File: src/rtl/neurochip_pkg.sv
// Shared constants and helpers for the neurochip display datapath.
// Imported by the timebase, its digit counter and the bus interface.
package neurochip_pkg;

    localparam int               CNT_W          = 24;
    localparam int               DIGIT_W        = 4;
    localparam logic [3:0]       DIGIT_MAX      = 4'd9;
    localparam logic [CNT_W-1:0] DEFAULT_PERIOD = 24'd10_000_000;

    // A zero request means "use the built-in period", so the switches never select an empty period.
    function automatic logic [CNT_W-1:0] select_period(input logic [CNT_W-1:0] req,
                                                       input logic [CNT_W-1:0] dflt);
        return (req == '0) ? dflt : req;
    endfunction

endpackage

File: src/rtl/digit_timebase_if.sv
// Control and status bundle between the top-level selection logic and the digit timebase.
// The master drives the controls; the slave (the timebase) returns tick, wrap, digit and debug count.
interface digit_timebase_if;
    import neurochip_pkg::*;

    logic               ena;
    logic               run;
    logic               clear;
    logic [CNT_W-1:0]   compare_in;
    logic               tick;
    logic               wrap;
    logic [DIGIT_W-1:0] digit;
    logic [7:0]         cnt_lsb;

    modport master (
        output ena, run, clear, compare_in,
        input  tick, wrap, digit, cnt_lsb
    );

    modport slave (
        input  ena, run, clear, compare_in,
        output tick, wrap, digit, cnt_lsb
    );

endinterface

File: src/rtl/digit_timebase_bcd.sv
// Single BCD digit 0..9 with a registered wrap pulse on the 9->0 step.
// Reusable for further display digits by chaining wrap into the next digit's en.
module bcd_digit_counter
    import neurochip_pkg::*;
(
    input  logic               clk,
    input  logic               rst_n,
    input  logic               en,
    input  logic               clr,
    output logic [DIGIT_W-1:0] digit,
    output logic               wrap
);

    // Any out-of-range value falls back to 0 on the next advance rather than counting on.
    always_ff @(posedge clk or negedge rst_n) begin
        if (!rst_n) begin
            digit <= '0;
            wrap  <= 1'b0;
        end else if (clr) begin
            digit <= '0;
            wrap  <= 1'b0;
        end else if (en) begin
            wrap  <= (digit == DIGIT_MAX);
            digit <= (digit >= DIGIT_MAX) ? '0 : digit + 1'b1;
        end else begin
            wrap  <= 1'b0;
        end
    end

endmodule

File: src/rtl/digit_timebase.sv
// Runtime-selectable prescaler that emits a 1-cycle tick per period and steps a BCD digit.
// The period register only reloads at a period boundary or on clear, so switch changes never glitch a period.
module digit_timebase
    import neurochip_pkg::*;
#(
    parameter logic [CNT_W-1:0] MAX_COUNT = DEFAULT_PERIOD
) (
    input  logic                   clk,
    input  logic                   rst_n,
    digit_timebase_if.slave        bus
);

    logic [CNT_W-1:0]   cnt;
    logic [CNT_W-1:0]   cmp_q;
    logic [CNT_W-1:0]   cmp_next;
    logic               term;
    logic               tick_q;
    logic               digit_en;
    logic               digit_clr;
    logic [DIGIT_W-1:0] digit_q;
    logic               wrap_q;

    // >= keeps the counter bounded even if cmp_q were ever below the current count.
    always_comb begin
        cmp_next  = select_period(bus.compare_in, MAX_COUNT);
        term      = (cnt >= (cmp_q - CNT_W'(1)));
        digit_clr = bus.ena & bus.clear;
        digit_en  = bus.ena & ~bus.clear & bus.run & term;
    end

    always_ff @(posedge clk or negedge rst_n) begin
        if (!rst_n) begin
            cnt    <= '0;
            cmp_q  <= MAX_COUNT;
            tick_q <= 1'b0;
        end else if (!bus.ena) begin
            tick_q <= 1'b0;
        end else if (bus.clear) begin
            cnt    <= '0;
            cmp_q  <= cmp_next;
            tick_q <= 1'b0;
        end else if (!bus.run) begin
            tick_q <= 1'b0;
        end else if (term) begin
            cnt    <= '0;
            cmp_q  <= cmp_next;
            tick_q <= 1'b1;
        end else begin
            cnt    <= cnt + CNT_W'(1);
            tick_q <= 1'b0;
        end
    end

    bcd_digit_counter u_digit (
        .clk   (clk),
        .rst_n (rst_n),
        .en    (digit_en),
        .clr   (digit_clr),
        .digit (digit_q),
        .wrap  (wrap_q)
    );

    assign bus.tick    = tick_q;
    assign bus.wrap    = wrap_q;
    assign bus.digit   = digit_q;
    assign bus.cnt_lsb = cnt[7:0];

endmodule

File: src/flat_wrapper.sv
// flat-port wrapper written by rule: the top's interface ports become plain ports
module digit_timebase_flat import neurochip_pkg::*;
#(
    parameter logic [CNT_W-1:0] MAX_COUNT = DEFAULT_PERIOD
)
  (clk, rst_n, bus_ena, bus_run, bus_clear, bus_compare_in, bus_tick, bus_wrap, bus_digit, bus_cnt_lsb);
  digit_timebase_if bus_i ();
  input  logic clk;
  input  logic rst_n;
  input wire logic [$bits(bus_i.ena)-1:0] bus_ena;
  input wire logic [$bits(bus_i.run)-1:0] bus_run;
  input wire logic [$bits(bus_i.clear)-1:0] bus_clear;
  input wire logic [$bits(bus_i.compare_in)-1:0] bus_compare_in;
  output wire logic [$bits(bus_i.tick)-1:0] bus_tick;
  output wire logic [$bits(bus_i.wrap)-1:0] bus_wrap;
  output wire logic [$bits(bus_i.digit)-1:0] bus_digit;
  output wire logic [$bits(bus_i.cnt_lsb)-1:0] bus_cnt_lsb;
  assign bus_i.ena = bus_ena;
  assign bus_i.run = bus_run;
  assign bus_i.clear = bus_clear;
  assign bus_i.compare_in = bus_compare_in;
  assign bus_tick = bus_i.tick;
  assign bus_wrap = bus_i.wrap;
  assign bus_digit = bus_i.digit;
  assign bus_cnt_lsb = bus_i.cnt_lsb;
  digit_timebase #(.MAX_COUNT(MAX_COUNT)) u_core (.clk(clk), .rst_n(rst_n), .bus(bus_i));
endmodule
File: config.mk
export PLATFORM = sky130hd
export DESIGN_NAME = digit_timebase_flat
export DESIGN_NICKNAME = d
export VERILOG_FILES = /design/src/rtl/neurochip_pkg.sv /design/src/rtl/digit_timebase_if.sv /design/src/rtl/digit_timebase_bcd.sv /design/src/rtl/digit_timebase.sv /design/src/flat_wrapper.sv
export SDC_FILE = /design/constraint.sdc
export NUM_CORES = 1
export LEC_CHECK = 0
export ABC_AREA = 0
export CAP_MARGIN = 20
export CORE_ASPECT_RATIO = 1.25
export CORE_MARGIN = 10
export CORE_UTILIZATION = 55
export CTS_CLUSTER_DIAMETER = 120
export DETAILED_ROUTE_END_ITERATION = 8
export PLACE_DENSITY = 0.88
export SLEW_MARGIN = 20
export SYNTH_ARGS = -nofsm -noshare
export SYNTH_HDL_FRONTEND = slang
export SYNTH_SLANG_ARGS = --single-unit
File: constraint.sdc
create_clock -name clk -period 4 [get_ports clk]
set_clock_uncertainty 0.1 [all_clocks]
set_input_delay 0.8 -clock clk [delete_from_list [all_inputs] [get_ports clk]]
set_output_delay 0.8 -clock clk [all_outputs]
set_load 0.01 [all_outputs]
# After elaboration in Yosys (flattened, before gate mapping)
# Index checks and enable logic that the tools add are counted.
word_totals:
  latchBits: 0
  in_bits: 29
  elab_cells: 38
  n_memories: 0
  mem_bits_ro: 0
  ramBits: 0
  out_inout_bits: 14
  reg_bits: 54
op_classes:
  n_div: 0
  shifts: 0
  order_cmp: 2
  add_sub_neg: 3
  bitwise: 5
  eq_ne: 1
  multipliers: 0
  n_reduce_logical: 6
  mux: 16
op_table:
  columns: ["operator", "n"]
  rows:
  - ["24-bit 2-to-1 mux", 7]
  - ["24-bit by 1-bit adder with 24-bit output, second input constant", 1]
  - ["24-bit greater-or-equal comparator", 1]
  - ["24-bit logical NOT", 1]
  - ["24-bit by 1-bit subtractor with 24-bit output, second input constant", 1]
  - ["4-bit 2-to-1 mux", 3]
  - ["1-bit 2-to-1 mux", 6]
  - ["2-bit nonzero test", 3]
  - ["4-bit by 1-bit adder with 4-bit output, second input constant", 1]
  - ["1-bit bitwise AND", 4]
  - ["4-bit equality test, second input constant", 1]
  - ["4-bit greater-or-equal comparator, second input constant", 1]
  - ["3-bit AND reduction", 1]
  - ["2-bit AND reduction", 1]
  - ["1-bit NOT", 1]

# Longest topological paths before layout
# Gate-level depths: netlist of the first run.
depth:
  depth_word: 6
  mapped_depth: 16

# Cells and area by module
# Synthesis of the first run repeated with hierarchy kept, for this count alone.
unflattened:
  cells_unflattened: 366
  hier_area_um2: 3569.7
modules_own_cells:
  columns: ["mod", "cells_each", "seq_area_each_um2", "instances", "area_each_um2"]
  rows:
  - ["digit_timebase", 336, 1236.2, 1, 3271.9]
  - ["bcd_digit_counter", 30, 125.1, 1, 297.8]

# Worst setup path after synthesis of the first run
# Ideal clock, no wire load.
synth_timing:
  path_kind: "reg2reg"
  from: "reg u_core.cmp_q[5]"
  to: "reg u_core.cmp_q[11]"
  setup_ps: 125
  required_ps: 3775
  arrival_time_ps: 3307
  path_stages_with_launch: 15
  setup_slack_ps: 468
  path_cell_list: "dfrtp_1 -> or3_1 -> or3_4 -> nand2b_4 -> nand2b_4 -> nor4_2 -> xnor2_1 -> ha_1 -> nand4_2 -> nor4_2 -> a22oi_1 -> nand3_2 -> o21ai_4 -> buf_6 -> mux2_4"
synth_via:
  elab_chain_len: 4
synth_lines:
  columns: ["item", "line_no", "text"]
  rows:
  - ["from (decl)", "digit_timebase.sv:14", "logic [CNT_W-1:0] cmp_q;"]
  - ["from (signal assigned)", "digit_timebase.sv:40", "cmp_q <= cmp_next;"]
  - ["from (signal assigned)", "digit_timebase.sv:46", "cmp_q <= cmp_next;"]
  - ["24-bit by 1-bit subtractor with 24-bit output", "digit_timebase.sv:26", "term = (cnt >= (cmp_q - CNT_W'(1)));"]
  - ["24-bit greater-or-equal comparator", "digit_timebase.sv:26", null]
  - ["2-bit nonzero test (no source line)", null, null]
  - ["3-bit AND reduction (no source line)", null, null]
# No other way between the ends.
# A chain may end at the register's enable or synchronous reset.

# Worst setup path after layout of the first run
layout_timing:
  from: "reg u_core.cmp_q[5]"
  to: "reg u_core.cmp_q[16]"
# The elaborated chain is that of the path after synthesis.

==> results of run 1 <==
cell type report:
cell class	instances	area (um^2)	area share, %
sequential	54	1361	31.61
timing repair buffer	51	490.5	11.39
multi-input combinational	283	2202	51.13
clock buffer	8	80.08	1.859
inverter	17	63.81	1.482
tap	87	108.9	2.528
cells by family (layout without fill, tap and decap cells):
family	count (synthesis)	in the layout	share of synthesized area, %
buffers and inverters	33	76	4.709
adders and majority gates	29	29	9.755
AOI/OAI and AO/OA	45	45	8.779
and+or+nand+nor	147	147	22.70
xor gates and xnor gates	36	36	8.476
DFF	54	54	36.60
muxes	26	26	8.981
report_power, final:
group	switching, mW	internal [mW]
clock	0.170	0.125
sequential	0.0947	0.621
combinational	0.186	0.225
synth_stat cells, types with 9 or more instances:
cell / n / area share [%]
nor3_1: 13 / 1.7
xnor2_1: 27 / 6.4
mux2i_1: 9 / 2.4
dfrtp_1: 46 / 31
nor4_1: 9 / 1.5
inv_1: 17 / 1.7
nor2_1: 32 / 3.2
xor2_1: 9 / 2.1
and2_1: 16 / 2.7
nand3_1: 12 / 1.6
ha_1: 29 / 9.8
mux2_4: 14 / 5.7
nand2_1: 21 / 2.1
per-layer routing:
layer	part of all wire (%)	wire [um]
met5	0	0
met4	1.3	106
met3	2.9	230
met2	52	4075
met1	44	3492
worst reg2reg max path: stages, from the launching register on:
cell      delay (ps)
dfrtp_1          440
or3_1            400
or3_4            410
nand2b_4         170
nand2b_4         150
nor4_2           160
xnor2_1          100
ha_1             310
nand4_2          170
nor4_4           380
a22oi_2          150
nand3_2          140
o21ai_4           70
buf_6            180
mux2_4           320
timing repair:
| action | in CTS | in global routing |
|---|---|---|
| setup endpoints to repair | 0 | 23 |
| resized for setup | 0 | 5 |
| hold buffers | 0 | 0 |
| setup buffers | 0 | 0 |
path summary, 6_finish.rpt:
| path | startpoint | end | slack, ps | cells after the start |
|---|---|---|---|---|
| max | u_core.cmp_q[5] | u_core.cmp_q[16] | 260 | 14 |
| min | u_core.cmp_q[23] | u_core.cmp_q[23] | 390 | 2 |
| max reg2reg | u_core.cmp_q[5] | u_core.cmp_q[16] | 260 | 14 |
| min reg2reg | u_core.cmp_q[23] | u_core.cmp_q[23] | 390 | 2 |
| max in group asynchronous | rst_n | u_core.cnt[9] | 2540 | 2 |
| min in group asynchronous | rst_n | u_core.u_digit.digit[0] | 500 | 1 |
sequential cells by signal, summed over array words and instances (netlist names):
signal / count
u_core.cmp_q: 24
u_core.cnt: 24
u_core.u_digit.digit: 4
u_core.bus.tick: 1
u_core.u_digit.wrap: 1
through the flow:
| step | cell area [um^2] | hold slack, ps |
|---|---|---|
| finish | 4307 | 386.1 |
| global route | 4307 | 405.0 |
| CTS | 4280 | 390.5 |
| detailed placement | 4200 | 376.5 |
| global placement | 4200 | 370.7 |
| floorplan | 3720 | 355.2 |
==> flow_metrics.tcl, run 1 <==
set metrics [dict create \
    slew_violations 0 \
    syn_to_final_growth_pct 15.78 \
    start_kind "register" \
    grt_overflow 0 \
    crit_buf_inv 1 \
    hpwl_um 6141 \
    antennaDiodeCount 0 \
    crit_type "register to register" \
    tns_ps 0 \
    htreeDepth 2 \
    power_mw 1.422 \
    cellLeakagePower_nw 1.945 \
    clk_pin_slew_ps 90 \
    detail-route-antenna-nets 0 \
    io_buffers 42 \
    drive_gt1_share_pct 13.56 \
    utilization_pct 65.60 \
    ys_warn_count 0 \
    grt_pass1_wl_um 13120 \
    cts.sinks 54 \
    tightest_slew_ps 860.9 \
    relSlewSlack_pct 42.61 \
    grt_pass1_vias 2843 \
    critPathTopFamily "simple AND/OR/NAND/NOR gates" \
    num_rows 33 \
    core_area_um2 6565 \
    layout_commonest_cell "dfrtp_1" \
    grt_busiest_layer "met2" \
    grt_max_degree 40 \
    die_w_um 93.56 \
    async_flop_share_pct 100.0 \
    dp_slack_ps 176.4 \
    clock_latency_ps 310 \
    clock-root-buffer "clkbuf_8" \
    clockBufferDepth 2 \
    vias 2840 \
    synth-main-ff-cell "dfrtp_1" \
    die_h_um 111.9 \
    cpMostUsedCell "nand2b_4" \
    wl_per_cell_um 15.81 \
    fmax_ghz 0.2671 \
    cp.required_ps 4100 \
    io-pin-count 43 \
    syn_nets 428 \
    layout.cells.non_filler 500 \
    start_util_pct 56.66 \
    syn_inst 370 \
    drt_first_iter_violations 107 \
    status "finished, final reports clean" \
    power.density_nw_per_um2 330.1 \
    layout_setup_ws_ps 255.4 \
    placed_cells 492 \
    finalCritPeriodShare_pct 93.61 \
    cap_violations 0 \
    synth-edff-count 0 \
    hold_viol 0 \
    cts_made_buffers 5 \
    fin_nets 470 \
    nFillCells 489 \
    grt_use_total_pct 15.03 \
    die_area_um2 10470 \
    slowest_stage "dfrtp_1" \
    synthesis.area_um2 3720 \
    grtUsageMet2_pct 27.07 \
    hold_path_class "register to register" \
    crit_path_end_kind "register" \
    synth_seq_cells 54 \
    via_per_inst 5.680 \
    tritoncts "built" \
    cp_slowest_stage_delay_ps 440 \
    irDropWorstVdd_uv 236.5 \
    rsz0062_at_grt "no" \
    wl_um 7904 \
    gr-usage-met1_pct 17.68 \
    antenna_found_initial 0 \
    avgSynthCellArea_um2 10.05 \
    place_congestion 0.8300 \
    synth_cell_types 54 \
    setup_violations 0 \
    grt_use_met3_pct 2.218 \
    critPathMaxFanout 23 \
    drcViolationCount 0 \
    layout_common_cells "46 x dfrtp_1, 41 x clkdlybuf4s50_1, 32 x nor2_1" \
    arrival_ps 3850 \
    synth_seq_area_share_pct 36.60 \
    fin_crit_ps 3745 \
    crit_chain "or3_1 > or3_4 > nand2b_4 > nand2b_4 > nor4_2 > xnor2_1 > ha_1 > nand4_2 > nor4_4 > a22oi_2 > nand3_2 > o21ai_4 > buf_6 > mux2_4" \
    first_pass_iters 4 \
]
No activity file was read; power rests on OpenSTA's default activity.
==> run 2, diff against run 1 <==
--- a/config.mk
+++ b/config.mk
@@ -7,12 +7,14 @@
 export LEC_CHECK = 0
 export ABC_AREA = 0
 export CAP_MARGIN = 20
+export CELL_PAD_IN_SITES_DETAIL_PLACEMENT = 1
+export CELL_PAD_IN_SITES_GLOBAL_PLACEMENT = 1
 export CORE_ASPECT_RATIO = 1.25
 export CORE_MARGIN = 10
-export CORE_UTILIZATION = 55
+export CORE_UTILIZATION = 44
 export CTS_CLUSTER_DIAMETER = 120
 export DETAILED_ROUTE_END_ITERATION = 8
-export PLACE_DENSITY = 0.88
+export PLACE_DENSITY = 0.89
 export SLEW_MARGIN = 20
 export SYNTH_ARGS = -nofsm -noshare
 export SYNTH_HDL_FRONTEND = slang
==> run 2 against run 1 <==
Via count is 4.4% higher. Total power grew 2.3%. Clock-buffer cell count shrank 2. Combinational power is 3% higher. Sequential cell count is the same. Final cell count grew 2.2%. Core utilization shrank 13 points. Maximum frequency is 3.2% lower. Critical endpoint is now u_core.cmp_q[2]. Highest routed layer unchanged.
==> flow_metrics.tcl, run 2 (synthesis results as in run 1) <==
set metrics [dict create \
    critPathMaxFanout 20 \
    r2r_start "u_core.cmp_q[5]" \
    drive_gt1_share_pct 14.73 \
    clk_pin_slew_ps 100 \
    arrival_ps 3980 \
    hold_start "u_core.cmp_q[23]" \
    power.density_nw_per_um2 335.1 \
    hpwl_um 7555 \
    holdBufCountCts 0 \
    rr_worst_depth 13 \
    layout_commonest_cell "dfrtp_1" \
    cellLeakagePower_nw 1.962 \
    cap_violations 0 \
    wl_per_cell_um 19.12 \
    die_area_um2 12560 \
    design_area_um2 4342 \
    drt_first_iter_violations 102 \
    first_pass_iters 4 \
    post_dp_cell_area_um2 4205 \
    ff2ff_setup_slack_ps 130 \
    slew_violations 0 \
    grt_pass1_vias 3153 \
    status "finished, final reports clean" \
    setup_violations 0 \
    relSlewSlack_pct 38.98 \
    syn_to_final_growth_pct 16.72 \
    place_congestion 0.7667 \
    fin_crit_ps 3868 \
    irDropWorstVdd_uv 178.1 \
    crit_type "register to register" \
    htreeDepth 2 \
    hold_slack_ps 400.0 \
    die_h_um 122.8 \
    antennaDiodeCount 0 \
    antenna_found_initial 0 \
    grt_overflow 0 \
    utilization_pct 52.69 \
    cts.sinks 54 \
    tightest_slew_ps 915.3 \
    vias 2965 \
    clockBufferDepth 2 \
    detail-route-antenna-nets 0 \
    clock-root-buffer "clkbuf_8" \
    finalCritPeriodShare_pct 96.70 \
    grt_use_total_pct 15.75 \
    io_buffers 42 \
    num_rows 37 \
    drcViolationCount 0 \
    io-pin-count 43 \
    placed_cells 501 \
    crit_path_end_kind "register" \
    rsz0062_at_grt "yes" \
    fmax_ghz 0.2585 \
    grt_pass1_wl_um 15820 \
    whs_endpoint "u_core.cmp_q[23]" \
    via_per_inst 5.802 \
    whs_path_depth 2 \
    grt_max_degree 40 \
    tns_ps 0 \
    cts_made_buffers 5 \
    hold_viol 0 \
    hold_path_class "register to register" \
    fin_nets 471 \
    start_util_pct 45.14 \
    wl_um 9769 \
    tritoncts "built" \
    top_regs "u_core.cmp_q (24), u_core.cnt (24), u_core.u_digit.digit (4)" \
    start_kind "register" \
    r2r-end "u_core.cmp_q[2]" \
    dp_slack_ps 56.60 \
    power_mw 1.455 \
    layout_setup_ws_ps 132.1 \
    nFillCells 918 \
    core_area_um2 8240 \
    layout_common_cells "46 x dfrtp_1, 41 x clkdlybuf4s50_1, 32 x nor2_1" \
    clock_latency_ps 320 \
    die_w_um 102.2 \
    layout.cells.non_filler 511 \
    cp.required_ps 4110 \
]
[run 2: worst max-delay path by stage]
stage	startpoint	to	slack, ps	cells after the start
floorplan	u_core.cmp_q[5]	u_core.cmp_q[11]	470	14
global placement	u_core.cmp_q[5]	u_core.cmp_q[1]	240	14
detailed placement	u_core.cmp_q[5]	u_core.cmp_q[2]	60	14
CTS	u_core.cmp_q[5]	u_core.cmp_q[21]	50	14
global route	u_core.cmp_q[5]	u_core.cmp_q[2]	-80	14
finish	u_core.cmp_q[5]	u_core.cmp_q[2]	130	13
[run 2: worst max-delay path, stage by stage, from the launching register on]
cell	delay, ps
dfrtp_1	450
or3_1	430
or3_4	420
nand2b_4	180
nor4_1	310
xnor2_1	220
ha_1	280
nand2_1	120
nor4_4	70
a22oi_1	230
nand3_2	140
o21ai_4	200
buf_8	250
mux2_2	360
[run 2: final cells by class]
| type | count | area (um^2) | share of cell area, % |
|---|---|---|---|
| clock inverter | 2 | 10.01 | 0.2305 |
| sequential | 54 | 1361 | 31.35 |
| tap | 97 | 121.4 | 2.795 |
| multi-input combinational | 283 | 2211 | 50.92 |
| timing repair buffer | 52 | 501.7 | 11.56 |
| clock buffer | 6 | 72.57 | 1.671 |
| inverter | 17 | 63.81 | 1.470 |
[run 2: timing repair]
| item | in CTS | in global routing |
|---|---|---|
| gates resized for setup | 1 | 7 |
| endpoints found under the setup margin | 1 | 18 |
| buffers inserted | 0 | 2 |
| pin swaps | 0 | 2 |
[run 2: where the power goes]
group | total, mW | internal (mW) | switching (mW)
logic | 0.424 | 0.228 | 0.196
clock network | 0.308 | 0.122 | 0.186
registers | 0.722 | 0.621 | 0.101
[run 2: routing by layer]
metal | share of wire, % | global-route usage (%)
met1 | 41 | 17.90
met2 | 54 | 29.59
met3 | 2.6 | 2.024
met4 | 1.5 | 4.770
met5 | 0 | 0
==> run 3, diff against run 2 <==
==> constraint.sdc (replaced) <==
create_clock -name clk -period 3.84 [get_ports clk]
set_clock_uncertainty 0.1 [all_clocks]
set_input_delay 0.768 -clock clk [delete_from_list [all_inputs] [get_ports clk]]
set_output_delay 0.768 -clock clk [all_outputs]
set_load 0.01 [all_outputs]
==> run 3 against run 2 <==
The run now ends with negative setup slack left. Register-to-register slack got worse by 240 ps. Highest routed layer unchanged. Die area unchanged. Largest cell class unchanged. Largest power group unchanged. Core utilization increased by 2.6 points. Wire length increased by 12%. Sequential power increased by 5.1%. Cell area increased by 4.9%. Via count increased by 3.1%.
==> flow_metrics.tcl, run 3 (synthesis results as in run 1) <==
set metrics [dict create \
    drt_first_iter_violations 157 \
    io-pin-count 43 \
    fin_nets 480 \
    clockBufferDepth 2 \
    post_dp_cell_area_um2 4250 \
    die_h_um 122.8 \
    power.density_nw_per_um2 349.5 \
    die_area_um2 12560 \
    layout_setup_ws_ps -105.6 \
    syn_to_final_growth_pct 22.40 \
    via_per_inst 5.879 \
    rr_worst_depth 16 \
    multi_input_area_um2 2283 \
    setup_violations 17 \
    hold_path_class "input pin to asynchronous set/reset pin" \
    crit_type "register to register" \
    critPathMaxFanout 10 \
    antenna_found_initial 0 \
    num_rows 37 \
    irDropWorstVdd_uv 178.3 \
    clk_pin_slew_ps 100 \
    grt_overflow 0 \
    fin_crit_ps 3946 \
    hpwl_um 7571 \
    first_pass_iters 6 \
    drive_gt1_share_pct 18.91 \
    placed_cells 505 \
    layout_commonest_cell "dfrtp_1" \
    cts.sinks 54 \
    wl_per_cell_um 21.02 \
    holdBufCountCts 0 \
    vias 3057 \
    relSlewSlack_pct 49.35 \
    detail-route-antenna-nets 0 \
    clock-root-buffer "clkbuf_8" \
    wl_um 10930 \
    r2r-end "u_core.cmp_q[14]" \
    htreeDepth 2 \
    power_mw 1.591 \
    place_congestion 0.7758 \
    grt_use_total_pct 16.52 \
    arrival_ps 4060 \
    status "complete, but fails checks" \
    ff2ff_setup_slack_ps -110 \
    start_util_pct 45.14 \
    finalCritPeriodShare_pct 102.8 \
    die_w_um 102.2 \
    tritoncts "built" \
    layout.cells.non_filler 520 \
    r2r_start "u_core.cmp_q[10]" \
    grt_pass1_vias 3331 \
    cts_made_buffers 5 \
    fmax_ghz 0.2534 \
    design_area_um2 4553 \
    layout_common_cells "46 x dfrtp_1, 41 x clkdlybuf4s50_1, 31 x nor2_1" \
    core_area_um2 8240 \
    cap_violations 0 \
    top_regs "u_core.cmp_q (24), u_core.cnt (24), u_core.u_digit.digit (4)" \
    slew_violations 0 \
    antennaDiodeCount 0 \
    clock_latency_ps 320 \
    violations "negative setup slack" \
    cp.required_ps 3950 \
    tightest_slew_ps 752.8 \
    seq_area_um2 1361 \
    io_buffers 42 \
    drcViolationCount 0 \
    start_kind "register" \
    nFillCells 924 \
    crit_path_end_kind "register" \
    hold_viol 0 \
    grt_max_degree 52 \
    grt_pass1_wl_um 16700 \
    cellLeakagePower_nw 2.047 \
]
run 3: cell types whose count changed in the layout (fill, tap and decap cells not counted), moves of 2 or more:
cell	previous run	this run
buf_12	0	2
buf_4	8	14
clkbuf_16	0	2
nor3_1	11	7
nor3_2	3	5
nor3_4	2	4
run 3: where the power goes:
part	total [mW]	switching, mW	internal, mW	leakage [nW]
logic	0.491	0.231	0.261	1.31
registers	0.759	0.112	0.647	0.685
clock network	0.341	0.195	0.146	0.0482
total	1.59	0.537	1.05	2.05
run 3: repair_timing:
action                                  CTS  global route
endpoints found under the setup margin   21            35
buffers inserted                          0             5
pin swaps                                 0            14
resized for setup                         6            16
gates cloned                              0             2
run 3: layout make-up:
cell class	instances	share of cell area, %
clock buffer	7	1.896
clock inverter	1	0.1099
inverter	17	1.401
multi-input combinational	283	50.15
sequential	54	29.90
tap	97	2.666
timing repair buffer	61	13.88
run 3: how the worst max path moves through the flow:
stage                          start                      end  depth (start not counted)
floorplan            u_core.cmp_q[5]         u_core.cmp_q[11]                         14
global placement    u_core.cmp_q[14]         u_core.cmp_q[21]                         13
detailed placement  u_core.cmp_q[14]      u_core.u_digit.wrap                         12
CTS                 u_core.cmp_q[10]      u_core.u_digit.wrap                         13
global route        u_core.cmp_q[10]  u_core.u_digit.digit[0]                         16
finish              u_core.cmp_q[10]         u_core.cmp_q[14]                         16
run 3: routing by layer:
| layer | global-route usage (%) | part of all wire (%) | vias up |
|---|---|---|---|
| li1 | - | - | 1418 |
| met1 | 18.68 | 41 | 1552 |
| met2 | 30.12 | 53 | 65 |
| met3 | 2.473 | 2.9 | 22 |
| met4 | 6.714 | 3.3 | 0 |
| met5 | 0 | 0 | - |
run 3: worst max-delay path, cell delays in order, from the launching register on:
cell and delay, ps:
dfstp_2 400, or4_4 560, nor3_4 240, buf_6 150, nand2b_4 70, nand2b_4 170
nor4_4 180, xnor2_1 130, ha_1 360, nand4_4 130, nor3_1 350, a22oi_2 130
nand3_2 140, o21ai_4 80, buf_12 150, clkbuf_16 170, mux2_4 300
run 3: through the flow:
step | util, % | TNS, ps | worst slack [ps] | hold WS [ps]
after floorplan | - | 0 | 307.6 | 355.2
after global placement | 51.55 | 0 | 111.5 | 375.5
after detailed placement | 51.58 | -148.5 | -39.85 | 380.6
after CTS | 53.08 | 0 | 23.64 | 395.8
after global routing | 55.25 | -4623 | -206.9 | 420.4
final | 55.25 | -1347 | -105.6 | 368.5
